$ cat config.mk
export PLATFORM = sky130hd
export DESIGN_NAME = spi_master_link
export DESIGN_NICKNAME = d
export VERILOG_FILES = /design/src/rtl/spi_link_pkg.sv /design/src/rtl/spi_edge_gen.sv /design/src/rtl/spi_master_link.sv
export SDC_FILE = /design/constraint.sdc
export NUM_CORES = 1
export LEC_CHECK = 0
export CORE_UTILIZATION = 35
export DETAILED_ROUTE_END_ITERATION = 7
export PLACE_DENSITY = 0.64
export SETUP_SLACK_MARGIN = 0.1
export SLEW_MARGIN = 20
export SYNTH_ARGS = -nofsm -noshare
export SYNTH_HDL_FRONTEND = slang
export SYNTH_SLANG_ARGS = --single-unit
$ cat constraint.sdc
create_clock -name clk -period 2.68 [get_ports clk]
set_clock_uncertainty 0.2 [all_clocks]
set_input_delay 0.804 -clock clk [delete_from_list [all_inputs] [get_ports clk]]
set_output_delay 0.804 -clock clk [all_outputs]
set_load 0.03 [all_outputs]
$ cat src/rtl/spi_link_pkg.sv
// Shared definitions for the inter-board tracking link: frame layouts and FSM states.
package spi_link_pkg;

    localparam int FRAME_BITS = 32;

    // Motor-command (TX) frame layout
    localparam int TX_MX_W    = 8;
    localparam int TX_MX_LSB  = 24;
    localparam int TX_MY_W    = 7;
    localparam int TX_MY_LSB  = 17;
    localparam int TX_ETC_W   = 17;
    localparam int TX_ETC_LSB = 0;

    // Target-report (RX) frame layout
    localparam int RX_EX_W      = 10;
    localparam int RX_EX_LSB    = 22;
    localparam int RX_EY_W      = 9;
    localparam int RX_EY_LSB    = 13;
    localparam int RX_RED_BIT   = 12;
    localparam int RX_SHOOT_BIT = 11;
    localparam int RX_RSVD_W    = 11;
    localparam int RX_RSVD_LSB  = 0;

    typedef struct packed {
        logic [TX_MX_W-1:0]  mx;
        logic [TX_MY_W-1:0]  my;
        logic [TX_ETC_W-1:0] etc;
    } tx_frame_t;

    typedef struct packed {
        logic [RX_EX_W-1:0]   ex;
        logic [RX_EY_W-1:0]   ey;
        logic                 red;
        logic                 shoot;
        logic [RX_RSVD_W-1:0] rsvd;
    } rx_frame_t;

    typedef enum logic [2:0] {
        ST_IDLE,
        ST_SETUP,
        ST_XFER,
        ST_HOLD,
        ST_GAP
    } state_t;

    function automatic logic [FRAME_BITS-1:0] pack_tx(input tx_frame_t f);
        logic [FRAME_BITS-1:0] w;
        w = '0;
        w[TX_MX_LSB  +: TX_MX_W]  = f.mx;
        w[TX_MY_LSB  +: TX_MY_W]  = f.my;
        w[TX_ETC_LSB +: TX_ETC_W] = f.etc;
        return w;
    endfunction

    function automatic rx_frame_t unpack_rx(input logic [FRAME_BITS-1:0] w);
        rx_frame_t f;
        f.ex    = w[RX_EX_LSB +: RX_EX_W];
        f.ey    = w[RX_EY_LSB +: RX_EY_W];
        f.red   = w[RX_RED_BIT];
        f.shoot = w[RX_SHOOT_BIT];
        f.rsvd  = w[RX_RSVD_LSB +: RX_RSVD_W];
        return f;
    endfunction

endpackage

$ cat src/rtl/spi_edge_gen.sv
// SCLK half-period divider: flags the last cycle of each low and high half while enabled.
module spi_edge_gen #(
    parameter int CLK_DIV = 4
) (
    input  logic clk,
    input  logic reset,
    input  logic enable,
    output logic rise_tick,
    output logic fall_tick
);

    localparam int DIV_W = $clog2(CLK_DIV);

    logic [DIV_W-1:0] div_cnt;
    logic             high_phase;
    logic             half_end;

    assign half_end  = enable && (div_cnt == DIV_W'(CLK_DIV - 1));
    assign rise_tick = half_end && !high_phase;
    assign fall_tick = half_end && high_phase;

    // Count cycles within a half-period; restart from the low half whenever disabled
    always_ff @(posedge clk) begin
        if (reset || !enable) begin
            div_cnt    <= '0;
            high_phase <= 1'b0;
        end else if (half_end) begin
            div_cnt    <= '0;
            high_phase <= ~high_phase;
        end else begin
            div_cnt <= div_cnt + DIV_W'(1);
        end
    end

endmodule

$ cat src/rtl/spi_master_link.sv
// SPI mode-0 master for the tracking link: sends a motor-command frame, captures the target report.
module spi_master_link #(
    parameter int CLK_DIV      = 4,
    parameter int CS_SETUP_CYC = 2,
    parameter int CS_HOLD_CYC  = 2,
    parameter int GAP_CYC      = 4
) (
    input  logic        clk,
    input  logic        reset,
    input  logic        start,
    input  logic [7:0]  motor_xdata,
    input  logic [6:0]  motor_ydata,
    input  logic [16:0] mosi_etc,
    output logic        busy,
    output logic        done,
    output logic [9:0]  enemy_xdata,
    output logic [8:0]  enemy_ydata,
    output logic        red_detect,
    output logic        shoot,
    output logic [10:0] miso_etc_rsvd,
    output logic [15:0] frame_cnt,
    output logic        sclk,
    output logic        mosi,
    input  logic        miso,
    output logic        cs
);

    import spi_link_pkg::*;

    localparam int PH_W = 16;

    state_t                state;
    logic [FRAME_BITS-1:0] tx_shift;
    logic [FRAME_BITS-1:0] rx_shift;
    logic [5:0]            bit_cnt;
    logic [PH_W-1:0]       phase_cnt;
    logic                  miso_meta;
    logic                  miso_sync;
    logic                  rise_tick;
    logic                  fall_tick;
    logic                  xfer_en;
    logic                  accept;
    tx_frame_t             tx_fields;
    logic [FRAME_BITS-1:0] tx_bits;
    rx_frame_t             rx_fields;

    assign tx_fields = '{mx: motor_xdata, my: motor_ydata, etc: mosi_etc};
    assign tx_bits   = pack_tx(tx_fields);
    assign rx_fields = unpack_rx(rx_shift);
    assign xfer_en   = (state == ST_XFER);

    // A start in the final GAP cycle is taken directly so back-to-back frames keep a
    // GAP_CYC-wide CS-high gap; busy then stays high across the frame boundary.
    assign accept = start && ((state == ST_IDLE) ||
                              ((state == ST_GAP) && (phase_cnt == '0)));

    spi_edge_gen #(
        .CLK_DIV(CLK_DIV)
    ) u_edge_gen (
        .clk      (clk),
        .reset    (reset),
        .enable   (xfer_en),
        .rise_tick(rise_tick),
        .fall_tick(fall_tick)
    );

    // Two-flop synchronizer for the asynchronous MISO line
    always_ff @(posedge clk) begin
        if (reset) begin
            miso_meta <= 1'b0;
            miso_sync <= 1'b0;
        end else begin
            miso_meta <= miso;
            miso_sync <= miso_meta;
        end
    end

    // Frame sequencer: CS framing, SCLK/MOSI shifting, MISO capture and result publication
    always_ff @(posedge clk) begin
        if (reset) begin
            state         <= ST_IDLE;
            cs            <= 1'b1;
            sclk          <= 1'b0;
            mosi          <= 1'b0;
            busy          <= 1'b0;
            done          <= 1'b0;
            tx_shift      <= '0;
            rx_shift      <= '0;
            bit_cnt       <= '0;
            phase_cnt     <= '0;
            enemy_xdata   <= '0;
            enemy_ydata   <= '0;
            red_detect    <= 1'b0;
            shoot         <= 1'b0;
            miso_etc_rsvd <= '0;
            frame_cnt     <= '0;
        end else begin
            done <= 1'b0;
            if (accept) begin
                state     <= ST_SETUP;
                busy      <= 1'b1;
                cs        <= 1'b0;
                sclk      <= 1'b0;
                tx_shift  <= tx_bits;
                mosi      <= tx_bits[FRAME_BITS-1];
                bit_cnt   <= '0;
                phase_cnt <= PH_W'(CS_SETUP_CYC - 1);
            end else begin
                unique case (state)
                    ST_IDLE: begin
                    end
                    ST_SETUP: begin
                        if (phase_cnt == '0) begin
                            state <= ST_XFER;
                        end else begin
                            phase_cnt <= phase_cnt - PH_W'(1);
                        end
                    end
                    ST_XFER: begin
                        if (rise_tick) begin
                            sclk <= 1'b1;
                        end
                        if (fall_tick) begin
                            sclk     <= 1'b0;
                            rx_shift <= {rx_shift[FRAME_BITS-2:0], miso_sync};
                            tx_shift <= {tx_shift[FRAME_BITS-2:0], 1'b0};
                            if (bit_cnt == 6'(FRAME_BITS - 1)) begin
                                mosi      <= 1'b0;
                                state     <= ST_HOLD;
                                phase_cnt <= PH_W'(CS_HOLD_CYC - 1);
                            end else begin
                                mosi    <= tx_shift[FRAME_BITS-2];
                                bit_cnt <= bit_cnt + 6'd1;
                            end
                        end
                    end
                    ST_HOLD: begin
                        if (phase_cnt == '0) begin
                            cs            <= 1'b1;
                            done          <= 1'b1;
                            enemy_xdata   <= rx_fields.ex;
                            enemy_ydata   <= rx_fields.ey;
                            red_detect    <= rx_fields.red;
                            shoot         <= rx_fields.shoot;
                            miso_etc_rsvd <= rx_fields.rsvd;
                            frame_cnt     <= frame_cnt + 16'd1;
                            state         <= ST_GAP;
                            phase_cnt     <= PH_W'(GAP_CYC - 1);
                        end else begin
                            phase_cnt <= phase_cnt - PH_W'(1);
                        end
                    end
                    ST_GAP: begin
                        if (phase_cnt == '0) begin
                            busy  <= 1'b0;
                            state <= ST_IDLE;
                        end else begin
                            phase_cnt <= phase_cnt - PH_W'(1);
                        end
                    end
                    default: state <= ST_IDLE;
                endcase
            end
        end
    end

endmodule
==> impl_metrics.csv <==
group,metric,value,unit
finish,utilization,0.4783,
finish,area_growth,31.62,%
finish,layout_common_cells,"nand2_1, dfxtp_1, a21oi_1",
timing,finalSetupTns,0,ns
finish,fin_area,0.007707,mm²
floorplan,die_h,131.3,µm
routing,vias,5011,
power,ir_worst_vdd,0.0006245,V
worst_hold_path,hold_class,"flip-flop to flip-flop",
global_routing,grt.overflow.total,0,
finish,nNetsFinal,816,
power,leakagePower,2.683,nW
setup_path,reg2reg_setup_slack,0.12,ns
placed_design,hpwl,8386,µm
setup_path,end_kind,"flip-flop",
timing,slew_headroom,0.6568,
setup_path,crit_chain,"buf_4 > or4_4 > or3_4 > or4_4 > or4_1 > a21oi_1",
routing,avgViaCountPerCell,4.991,
timing,hold_violations,0,
timing,period_needed,2.562,ns
job,max-cap-violations,0,
routing,drtIter0Drc,245,
timing,period_share,0.9558,
setup_path,start_kind,"flip-flop",
clocking,clk_path_buf_depth,2,
worst_hold_path,holdPathEnd,"u_edge_gen.div_cnt[0]",
setup_path,cp.required,2.82,ns
global_routing,grt.total_usage,0.1594,
logic_synthesis,seq_area_frac_synth,0.4991,
logic_synthesis,synth_area_leaders,"dfxtp_1, nand2_1, a21oi_1",
routing,wl,13470,µm
setup_path,r2r_start,"phase_cnt[2]",
routing,routedWlPerCell,13.42,µm
floorplan,die_w,131.3,µm
clocking,clkTransAtPathRegs,0.06,ns
logic_synthesis,yosys_register_bits,146,
setup_path,critPathSlowestCell,"or4_4",
placed_design,io_buffers,88,
clocking,cts_tree,"yes",
worst_hold_path,hold_depth,1,
logic_synthesis,synth_area,0.005856,mm²
setup_path,crit_fanout,4,
worst_hold_path,hold_start,"u_edge_gen.div_cnt[0]",
clocking,cts_buffers,17,
setup_path,max_stage_delay,0.53,ns
setup_path,cp_top_family,"simple AND/OR/NAND/NOR gates",
timing,drv_slew,0,
finish,drive_gt1_frac,0.1129,
global_routing,grt_pass1_vias,4702,
routing,drt.antenna.violating_nets,0,
logic_synthesis,synth-main-ff-cell,"dfxtp_1",
setup_path,crit_top_cell,"or4_4",
global_routing,grt_pass1_wl,22540,µm
finish,fillers,1588,
clocking,hold_buffers,0,
timing,max_freq,0.3904,GHz
logic_synthesis,async_flop_share,0,
clocking,cts_setup_buffers,0,
global_routing,grt_antenna_before_repair,0,
routing,firstDrtPassIters,4,
floorplan,die_area,0.01725,mm²
setup_path,arrival,2.71,ns
placed_design,gp_routability_congestion,0.7919,
logic_synthesis,synth_top_area_cell,"dfxtp_1",
floorplan,core.rowCount,46,
logic_synthesis,synth_edf_count,0,
logic_synthesis,ys_warn_count,0,
setup_path,r2r_cells,6,
finish,layout_commonest_cell,"nand2_1",
floorplan,pin_count,89,
timing,tightest_slew,0.5108,ns
timing,rsz0062_at_grt,"yes",
timing,finalSetupViolCount,0,
clocking,root_buffer,"clkbuf_16",
placed_design,dpl_cell_area,0.007073,mm²
setup_path,crit_type,"flip-flop to flip-flop",
floorplan,core_area,0.01612,mm²
floorplan,initial_core_util,0.3634,
clocking,htreeDepth,4,
clocking,cts_sinks,146,
logic_synthesis,netlist_instances,692,
global_routing,grt_max_degree,70,
setup_path,crit_buf_inv,1,
logic_synthesis,synth_area_per_cell,8.462,µm²
clocking,clk_latency,0.42,ns
power,power-per-cell-area,1007,mW/mm²
finish,n_antenna_cell,0,
setup_path,reg2reg_to,"phase_cnt[15]",
logic_synthesis,ys_types,56,
routing,drcViolationCount,0,
logic_synthesis,syn_nets,733,
outcome,status,"completed",
logic_synthesis,synth_top_cell_area_share,0.4991,
state kept, by name, summed over array words and instances, names as in the netlist, 2 cells and up:
register / cells
enemy_xdata: 10
phase_cnt: 16
enemy_ydata: 9
frame_cnt: 16
bit_cnt: 6
rx_fields: 32
state: 3
tx_shift: 31
u_edge_gen.div_cnt: 2
miso_etc_rsvd: 11
worst max-delay path by stage:
stage / startpoint / cells past startpoint / endpoint / slack (ns)
floorplan: phase_cnt[0] / 9 / frame_cnt[4] / 0.11
global placement: phase_cnt[3] / 7 / frame_cnt[0] / 0.11
detailed placement: phase_cnt[3] / 7 / frame_cnt[0] / 0.10
CTS: phase_cnt[2] / 6 / phase_cnt[15] / 0.10
global route: phase_cnt[2] / 6 / phase_cnt[15] / 0.03
finish: phase_cnt[2] / 6 / phase_cnt[15] / 0.12
Yosys cell counts (4+ instances only):
library cell,number
buf_1,4
nand3b_1,5
buf_2,9
or4_1,8
or4_2,4
clkbuf_1,33
o31ai_1,6
buf_4,5
ha_1,5
xor2_1,15
dfxtp_1,146
nand2_1,171
nand4_1,11
or3_1,10
and2_1,6
a22oi_1,31
nand3_1,5
xnor2_1,6
nor2_1,31
nor2b_1,4
nor3_1,6
inv_1,4
o21ai_0,8
a21oi_1,118
cells by family after synthesis:
| group | count (synthesis) | share of synthesized area |
|---|---|---|
| AO/OA/AOI/OAI | 179 | 0.1816 |
| XOR/XNOR | 21 | 0.03141 |
| adder cells (fa/ha/maj) | 5 | 0.01068 |
| buffers and inverters | 56 | 0.04231 |
| flip-flops | 146 | 0.4991 |
| multiplexers | 1 | 0.001709 |
| AND/OR/NAND/NOR | 284 | 0.2331 |
layer usage:
| metal | share of wire | global-route usage | up-vias |
|---|---|---|---|
| met5 | 0 | 0 | - |
| met4 | 0.011 | 0.05426 | 0 |
| met3 | 0.049 | 0.04977 | 12 |
| met2 | 0.45 | 0.2544 | 108 |
| met1 | 0.49 | 0.2026 | 2317 |
| li1 | - | - | 2574 |
final cells by class:
type | instances | area (µm²) | share of cell area
clock buffers | 28 | 526.8 | 0.06834
clock inverters | 4 | 45.04 | 0.005844
multi-input cells | 490 | 2734 | 0.3547
inverters | 4 | 15.01 | 0.001948
well taps | 216 | 270.3 | 0.03506
flip-flops and latches | 146 | 2924 | 0.3794
repair buffers | 116 | 1192 | 0.1547
power by group:
part	switching [mW]	internal, mW
registers	0.149	2.39
logic	1.57	1.37
clock network	0.858	1.42
total	2.58	5.19
per-stage QoR:
| stage | cells | hold WS [ns] | total power [mW] | setup WS, ns |
|---|---|---|---|---|
| after detailed placement | 971 | 0.2243 | 5.282 | 0.1018 |
| after CTS | 1003 | 0.2350 | 7.610 | 0.1013 |
| after floorplan | 692 | 0.2080 | 4.524 | 0.1101 |
| after global placement | 971 | 0.2190 | 5.260 | 0.1135 |
| final | 1004 | 0.2350 | 7.764 | 0.1185 |
| after global routing | 1004 | 0.2576 | 8.252 | 0.02551 |
worst reg2reg max path, stage by stage, from the launching register on:
cell	delay (ns)
dfxtp_1	0.31
buf_4	0.14
or4_4	0.53
or3_4	0.35
or4_4	0.42
or4_1	0.40
a21oi_1	0.15
what timing repair did:
| action | in CTS | in global routing |
|---|---|---|
| gates resized for setup | 4 | 10 |
| setup endpoints to repair | 5 | 81 |
| gates cloned | 0 | 1 |
| hold endpoints to repair | 0 | 0 |
| pin swaps | 0 | 1 |
Note: power is estimated with default switching activity, not from simulation.
